<file path="src/rtl/uart_rx_core_if.sv">
// Host-facing bundle of the UART receive engine: serial line, per-frame
// configuration and the received-byte handshake.
interface uart_rx_core_if #(
  parameter int DATA_W = 8
);
  logic              rx;
  logic [15:0]       baud_div;
  logic [1:0]        parity_cfg;
  logic [DATA_W-1:0] host_rx_data;
  logic              host_rx_dv;
  logic              rx_err;
  logic              rx_busy;

  // Receiver side: consumes the line and configuration, produces the byte.
  modport slave (
    input  rx,
    input  baud_div,
    input  parity_cfg,
    output host_rx_data,
    output host_rx_dv,
    output rx_err,
    output rx_busy
  );

  // Line/host side: drives the line and configuration, consumes the byte.
  modport master (
    output rx,
    output baud_div,
    output parity_cfg,
    input  host_rx_data,
    input  host_rx_dv,
    input  rx_err,
    input  rx_busy
  );
endinterface

</file>
<file path="src/rtl/uart_rx_core.sv">
// UART serial receive engine. Synchronises rx, validates the start bit at
// mid-bit, shifts DATA_W bits LSB-first, checks optional parity and the stop
// bit, then delivers the byte with a one-cycle dv pulse and an error flag.
module uart_rx_core #(
  parameter int SYNC_STAGES = 2,
  parameter int DATA_W      = 8
) (
  input  logic           clk,
  input  logic           rst_n,
  uart_rx_core_if.slave  bus
);

  localparam int CNT_W = $clog2(DATA_W + 1);

  typedef enum logic [2:0] {
    IDLE,
    START,
    DATA,
    PARITY,
    STOP,
    DONE,
    BRK_WAIT
  } state_t;

  state_t              state_q, state_d;
  logic [SYNC_STAGES-1:0] sync_q, sync_d;
  logic [15:0]         baud_cnt_q, baud_cnt_d;
  logic [15:0]         bd_q, bd_d;
  logic [1:0]          par_q, par_d;
  logic [CNT_W-1:0]    bit_cnt_q, bit_cnt_d;
  logic [DATA_W-1:0]   shift_q, shift_d;
  logic                perr_q, perr_d;
  logic                ferr_q, ferr_d;
  logic [DATA_W-1:0]   data_q, data_d;
  logic                dv_q, dv_d;
  logic                err_q, err_d;

  logic                rx_s;
  logic [15:0]         bd_clamp;
  logic                sample;
  logic                par_en;
  logic                par_odd;

  assign rx_s     = sync_q[SYNC_STAGES-1];
  // Divisors below 2 would leave no room for a mid-bit sample.
  assign bd_clamp = (bus.baud_div < 16'd2) ? 16'd2 : bus.baud_div;
  assign sample   = (baud_cnt_q == 16'd0);
  assign par_en   = par_q[0] ^ par_q[1];
  assign par_odd  = (par_q == 2'b10);

  // Synchroniser shift: oldest sample ends up in the top stage (rx_s).
  always_comb begin
    sync_d = {sync_q[SYNC_STAGES-2:0], bus.rx};
  end

  // All state, counters and registered outputs; reset returns to idle-high line.
  always_ff @(posedge clk) begin
    if (!rst_n) begin
      state_q    <= IDLE;
      sync_q     <= '1;
      baud_cnt_q <= '0;
      bd_q       <= '0;
      par_q      <= '0;
      bit_cnt_q  <= '0;
      shift_q    <= '0;
      perr_q     <= 1'b0;
      ferr_q     <= 1'b0;
      data_q     <= '0;
      dv_q       <= 1'b0;
      err_q      <= 1'b0;
    end else begin
      state_q    <= state_d;
      sync_q     <= sync_d;
      baud_cnt_q <= baud_cnt_d;
      bd_q       <= bd_d;
      par_q      <= par_d;
      bit_cnt_q  <= bit_cnt_d;
      shift_q    <= shift_d;
      perr_q     <= perr_d;
      ferr_q     <= ferr_d;
      data_q     <= data_d;
      dv_q       <= dv_d;
      err_q      <= err_d;
    end
  end

  // Next-state and datapath. The baud counter free-runs down to zero and is
  // reloaded with bd-1 at every sample point, so samples land bd cycles apart.
  always_comb begin
    state_d    = state_q;
    baud_cnt_d = sample ? baud_cnt_q : baud_cnt_q - 16'd1;
    bd_d       = bd_q;
    par_d      = par_q;
    bit_cnt_d  = bit_cnt_q;
    shift_d    = shift_q;
    perr_d     = perr_q;
    ferr_d     = ferr_q;
    data_d     = data_q;
    dv_d       = 1'b0;
    err_d      = 1'b0;

    unique case (state_q)
      IDLE: begin
        if (!rx_s) begin
          // Configuration is frozen here for the whole frame.
          state_d    = START;
          bd_d       = bd_clamp;
          par_d      = bus.parity_cfg;
          baud_cnt_d = (bd_clamp >> 1) - 16'd1;
          bit_cnt_d  = '0;
          perr_d     = 1'b0;
          ferr_d     = 1'b0;
        end
      end
      START: begin
        if (sample) begin
          if (rx_s) begin
            state_d = IDLE;  // glitch, not a real start bit
          end else begin
            state_d    = DATA;
            baud_cnt_d = bd_q - 16'd1;
          end
        end
      end
      DATA: begin
        if (sample) begin
          shift_d    = {rx_s, shift_q[DATA_W-1:1]};
          baud_cnt_d = bd_q - 16'd1;
          if (bit_cnt_q == CNT_W'(DATA_W - 1)) begin
            state_d = par_en ? PARITY : STOP;
          end else begin
            bit_cnt_d = bit_cnt_q + 1'b1;
          end
        end
      end
      PARITY: begin
        if (sample) begin
          perr_d     = ((^shift_q) ^ rx_s) != par_odd;
          baud_cnt_d = bd_q - 16'd1;
          state_d    = STOP;
        end
      end
      STOP: begin
        if (sample) begin
          ferr_d  = ~rx_s;
          state_d = DONE;
        end
      end
      DONE: begin
        data_d  = shift_q;
        dv_d    = 1'b1;
        err_d   = perr_q | ferr_q;
        // A low stop bit may be a break; wait for the line to recover.
        state_d = ferr_q ? BRK_WAIT : IDLE;
      end
      BRK_WAIT: begin
        if (rx_s) begin
          state_d = IDLE;
        end
      end
      default: begin
        state_d = IDLE;
      end
    endcase
  end

  assign bus.host_rx_data = data_q;
  assign bus.host_rx_dv   = dv_q;
  assign bus.rx_err       = err_q;
  assign bus.rx_busy      = (state_q != IDLE);

endmodule

</file>
<file path="src/flat_wrapper.sv">
// flat-port wrapper written by rule: the top's interface ports become plain ports
module uart_rx_core_flat 
#(
  parameter int SYNC_STAGES = 2,
  parameter int DATA_W      = 8
)
  (clk, rst_n, bus_rx, bus_baud_div, bus_parity_cfg, bus_host_rx_data, bus_host_rx_dv, bus_rx_err, bus_rx_busy);
  uart_rx_core_if #(.DATA_W(DATA_W)) bus_i ();
  input  logic clk;
  input  logic rst_n;
  input wire logic [$bits(bus_i.rx)-1:0] bus_rx;
  input wire logic [$bits(bus_i.baud_div)-1:0] bus_baud_div;
  input wire logic [$bits(bus_i.parity_cfg)-1:0] bus_parity_cfg;
  output wire logic [$bits(bus_i.host_rx_data)-1:0] bus_host_rx_data;
  output wire logic [$bits(bus_i.host_rx_dv)-1:0] bus_host_rx_dv;
  output wire logic [$bits(bus_i.rx_err)-1:0] bus_rx_err;
  output wire logic [$bits(bus_i.rx_busy)-1:0] bus_rx_busy;
  assign bus_i.rx = bus_rx;
  assign bus_i.baud_div = bus_baud_div;
  assign bus_i.parity_cfg = bus_parity_cfg;
  assign bus_host_rx_data = bus_i.host_rx_data;
  assign bus_host_rx_dv = bus_i.host_rx_dv;
  assign bus_rx_err = bus_i.rx_err;
  assign bus_rx_busy = bus_i.rx_busy;
  uart_rx_core #(.SYNC_STAGES(SYNC_STAGES), .DATA_W(DATA_W)) u_core (.clk(clk), .rst_n(rst_n), .bus(bus_i));
endmodule
</file>
<file path="config.mk">
export PLATFORM = sky130hd
export DESIGN_NAME = uart_rx_core_flat
export DESIGN_NICKNAME = d
export VERILOG_FILES = /design/src/rtl/uart_rx_core_if.sv /design/src/rtl/uart_rx_core.sv /design/src/flat_wrapper.sv
export SDC_FILE = /design/constraint.sdc
export NUM_CORES = 1
export LEC_CHECK = 0
export CAP_MARGIN = 10
export CORE_ASPECT_RATIO = 2
export CORE_UTILIZATION = 58
export CTS_BUF_LIST = sky130_fd_sc_hd__clkbuf_8 sky130_fd_sc_hd__clkbuf_16
export DETAILED_ROUTE_END_ITERATION = 8
export PLACE_DENSITY = 0.9
export SYNTH_ARGS = -nofsm -noshare
export SYNTH_HDL_FRONTEND = slang
export SYNTH_SLANG_ARGS = --single-unit
</file>
<file path="constraint.sdc">
create_clock -name clk -period 3.3 [get_ports clk]
set_input_delay 0.66 -clock clk [delete_from_list [all_inputs] [get_ports clk]]
set_output_delay 0.66 -clock clk [all_outputs]
set_load 0.03 [all_outputs]
</file>
# Word-level counts from Yosys, hierarchy flattened
# Index checks and enable logic that the tools add are counted.
# word_totals
regBits	63
input_bits	21
elab_cells	81
# op_classes
n_addsub	4
n_lt_le_gt_ge	1
eq_ne	17
n_mux	28
n_bitwise	4
n_reduce_logical	15
# ops
op	count
$mux W16	6
$pmux W16 S3	1
$sub A16 B1 Y16 const B	2
$mux W3	9
$pmux W3 S7	1
$logic_not A16 Y1	1
$lt A16 B2 Y1 const B	1
$sub A15 B1 Y16 const B	1
$mux W4	3
$ne A2 B1 Y1 const B	6
$eq A3 B3 Y1 const B	3
$pmux W4 S2	1
$reduce_xor A8 Y1	1
$reduce_and A7 Y1	1
$eq A3 B2 Y1 const B	2
$reduce_and A2 Y1	3
$reduce_and A3 Y1	2
$reduce_bool A2 Y1	3
$add A4 B1 Y4 const B	1
$eq A4 B3 Y1 const B	1
$mux W1	4
$ne A2 B2 Y1 const B	2
$pmux W1 S2	2
$reduce_and A4 Y1	1
other kinds (10)	11

# Depth between registers and ports, before layout
# Gate-level depths: netlist (run 1).
# logic_depth
ltp_word	5
ltp_mapped	10
ltp_nobuf	10

# Least setup slack after synthesis (run 1)
# No wires, ideal clock.
# synth_path
path_type	input -> register
from	input bus_baud_div[9]
to	register u_core.baud_cnt_q[2]
arrival_time_ps	2786
slack_ps	393
path_stages	10
path_cell_list	nor4_1 -> nand3b_1 -> nor4_1 -> nor2_1 -> ha_1 -> xnor2_1 -> nor2_1 -> a211oi_1 -> a311oi_1 -> o311a_1
# synth_via
elab_chain_cells	5
# synth_lines
item	line	rtl
start: declaration	flat_wrapper.sv:12	input wire logic [$bits(bus_i.baud_div)-1:0] bus_baud_div;
$lt A16 B2 Y1	uart_rx_core.sv:46	assign bd_clamp = (bus.baud_div < 16'd2) ? 16'd2 : bus.baud_div;
$mux W16	uart_rx_core.sv:46	
$sub A15 B1 Y16	uart_rx_core.sv:109	baud_cnt_d = (bd_clamp >> 1) - 16'd1;
$mux W16	uart_rx_core.sv:104	if (!rx_s) begin
$pmux W16 S3	uart_rx_core.sv:102	unique case (state_q)
end signal: assignment	uart_rx_core.sv:74	baud_cnt_q <= baud_cnt_d;
end: declaration	uart_rx_core.sv:27	logic [15:0] baud_cnt_q, baud_cnt_d;
# No other way between the ends.
# A chain may end at the register's enable or synchronous reset.

# Worst setup path in the final report (run 1)
# layout_path
from	input bus_baud_div[8]
to	register u_core.baud_cnt_q[2]
# The elaborated chain is that of the path after synthesis.

==> impl_metrics.json, run 1 <==
{
  "clockBufferDepth": 2,
  "hpwl_mm": 8.50,
  "max_stage_delay_ps": 450,
  "ant_nets": 0,
  "p_int_mw": 2.04,
  "htreeDepth": 3,
  "hold_viol_final": 0,
  "hp-class": "flip-flop to flip-flop",
  "numCtsBuffers": 9,
  "power.density_nw_per_um2": 685,
  "drv_cap": 0,
  "cp_slowest_cell": "clkdlybuf4s50_1",
  "gr-total-overflow": 0,
  "regArea_um2": 1260,
  "synth_compound_area_share_pct": 21.3,
  "place_area_um2": 4260,
  "p_leak_nw": 1.72,
  "ys_ff_latch": 63,
  "synthesis.nets": 510,
  "synth_top_area_cell": "dfxtp_1",
  "drc_errors": 0,
  "dieHeight_um": 116,
  "clkSinkCount": 63,
  "stdcell_area_um2": 4580,
  "diodes": 0,
  "pre_cts_slack_ps": -1.26,
  "p_sw_share_pct": 34.9,
  "yosysUniqueCellTypes": 61,
  "crit_required_ps": 3520,
  "p_comb_share_pct": 35.6,
  "syn_to_final_growth_pct": 22.6,
  "fin_crit_sh_pct": 90.4,
  "r2r-start": "u_core.baud_cnt_q[0]",
  "rsz0062_at_grt": "false",
  "coreArea_um2": 6260,
  "rows": 41,
  "fillers": 479,
  "dr.pass1.iters": 6,
  "max_freq_ghz": 0.335,
  "final_core_util_pct": 73.2,
  "ys_warn_count": 0,
  "drive_gt1_share_pct": 11.3,
  "crit_type": "input port to flip-flop",
  "outcome": "complete, no violations",
  "synth_adder_area_share_pct": 2.01,
  "gp_congestion": 0.971,
  "finalSetupTns_ps": 0,
  "power_frac_seq_pct": 31.5,
  "layout_min_cycle_time_ps": 2980,
  "ctsHoldBuffers": 0,
  "cp_max_fo": 2,
  "vdd.ir_drop.worst_mv": 0.488,
  "synth_mux_area_share_pct": 2.18,
  "yosys.area_share.simple_pct": 27.5,
  "synth_common_cells": "73 x nand2_1, 63 x dfxtp_1, 49 x a21oi_1",
  "drt-vias-per-instance": 6.41,
  "post_cts_resized": 0,
  "pin_count": 32,
  "path_clk_slew_ps": 50,
  "synth_edf_count": 0,
  "finalNetCount": 551,
  "grt_pass1_wl_mm": 19.3,
  "yosysTopAreaCellShare_pct": 33.7,
  "finalWirelength_mm": 12.1,
  "timing.hold.ws_ps": 432,
  "initial_core_util_pct": 59.7,
  "end_kind": "flip-flop",
  "synthTopCellsByArea": "dfxtp_1 34%, nand2_1 7.3%, a21oi_1 6.6%, xnor2_1 5.6%, nor2_1 3.2%",
  "cts_tree": "done",
  "grt_pass1_vias": 3951,
  "synth_top_family_by_area": "simple AND/OR/NAND/NOR gates",
  "die_area_um2": 6790,
  "crit_chain": "clkdlybuf4s50_1, nor4_1, nand3b_1, nor4_1, nor2_1, ha_1, xnor2_1, nor2_1, a211oi_1, a311oi_1, o311a_1",
  "startpoint_type": "input port",
  "clkPwrFrac_pct": 32.9,
  "p_sw_mw": 1.09,
  "multi_input_area_um2": 2290,
  "final.setup.worst_slack_ps": 316,
  "cp_data_arrival_time_ps": 3200,
  "synth-xor-area-share_pct": 8.20,
  "max_slew_margin_pct": 48.4,
  "vias": 3942,
  "cts_setup_buffers": 0,
  "drt_iter0_drc": 290,
  "syn_area_per_cell_um2": 7.74,
  "finalClockSkew_ps": 7.22,
  "wl_per_cell_um": 19.7,
  "root_buffer": "clkbuf_16",
  "clkLatencyLatePin_ps": 330,
  "netlist_area_um2": 3740,
  "crit_start": "bus_baud_div[8]",
  "finalMaxSlewViolations": 0,
  "ys.flop_type": "dfxtp_1",
  "async_reset_ff_share_pct": 0,
  "ys_seq_area_share_pct": 33.7,
  "grt_util_all_layers_pct": 38.6,
  "grt_max_degree": 27,
  "fp.dieW_um": 58.8,
  "setup_viol": 0,
  "syn_inst": 483,
  "tightest_slew_ps": 773,
  "synth_most_common_cell": "nand2_1",
  "worstHoldStart": "u_core.sync_q[0]",
  "antenna_found_initial": 0,
  "port-buffer-count": 31
}
[metal layers]
layer	track usage (%)	part of all wire, %	wire length [um]
met5	0	0	0
met4	31.0	8.6	1040
met3	7.03	4.8	582
met2	70.2	54	6490
met1	35.8	33	4000
[stage by stage]
stage	cells	power (mW)
after CTS	615	3.11
final	615	3.14
after detailed placement	599	2.08
after global routing	615	3.28
after floorplan	483	1.80
after global placement	599	2.03
[state kept, by name (all words and copies together) (netlist names), 2 cells and up]
name	flops
u_core.bd_q	16
u_core.sync_q	2
u_core.baud_cnt_q	16
u_core.par_q	2
u_core.bit_cnt_q	4
u_core.shift_q	8
u_core.state_q	3
u_core.bus.host_rx_data	8
[cell families after synthesis]
kind of cell / Yosys count
muxes: 8
adders and majority gates: 6
xor gates and xnor gates: 35
buffers and inverters: 46
DFF: 63
AOI/OAI and AO/OA: 120
and+or+nand+nor: 205
[cells in the final DEF, fill, tap and decap left out, types with 4 or more instances in the layout]
cell type | Yosys | final
or4_1 | 8 | 8
or3_1 | 8 | 8
o311ai_0 | 4 | 4
clkbuf_16 | 0 | 9
inv_1 | 14 | 16
a211oi_1 | 6 | 6
o21a_1 | 5 | 5
clkdlybuf4s50_1 | 0 | 31
nor4_1 | 19 | 18
nor2_1 | 32 | 32
dfxtp_1 | 63 | 63
nor3_1 | 13 | 13
or2_2 | 4 | 4
nand2b_1 | 8 | 8
a21oi_1 | 49 | 49
o21ai_0 | 9 | 9
nand3_1 | 15 | 15
o31ai_1 | 7 | 7
mux2i_1 | 7 | 7
nand3b_1 | 6 | 6
buf_4 | 0 | 31
ha_1 | 6 | 6
o211ai_1 | 5 | 5
nand2_1 | 73 | 73
xor2_1 | 11 | 11
xnor2_1 | 24 | 24
[final timing paths]
path	end	slack, ps	cells past startpoint
max	u_core.baud_cnt_q[2]	320	11
min	u_core.sync_q[1]	430	1
max reg2reg	u_core.baud_cnt_q[3]	360	7
min reg2reg	u_core.sync_q[1]	430	1
[area by class of cell]
| type | count | area share [%] |
|---|---|---|
| Multi-Input combinational cell | 374 | 50.0 |
| Clock buffer | 11 | 5.51 |
| Tap cell | 86 | 2.35 |
| Sequential cell | 63 | 27.5 |
| Clock inverter | 5 | 1.58 |
| Timing Repair Buffer | 62 | 11.8 |
| Inverter | 14 | 1.15 |
[critical path, delay by kind of cell]
kind	cells	cell delay (ps)
simple gates	5	950
compound gates	3	650
buf+inv	1	450
xor+xnor	1	240
fa+ha+maj	1	230
[power by group through the flow]
stage,combinational [mW],sequential [mW],clock [mW]
after global placement,1.04,0.989,0
after floorplan,0.848,0.956,0
after CTS,1.10,0.983,1.03
final,1.12,0.989,1.03
after global routing,1.22,1.00,1.06
after detailed placement,1.08,0.996,0
Note: power is estimated with default switching activity, not from simulation.
==> run 2, diff against run 1 <==
--- a/config.mk
+++ b/config.mk
@@ -11,6 +11,7 @@
 export CTS_BUF_LIST = sky130_fd_sc_hd__clkbuf_8 sky130_fd_sc_hd__clkbuf_16
 export DETAILED_ROUTE_END_ITERATION = 8
 export PLACE_DENSITY = 0.9
+export SLEW_MARGIN = 20
 export SYNTH_ARGS = -nofsm -noshare
 export SYNTH_HDL_FRONTEND = slang
 export SYNTH_SLANG_ARGS = --single-unit
==> results of run 2 <==
The final DEF is identical to that of run 1; final timing and power are the same.
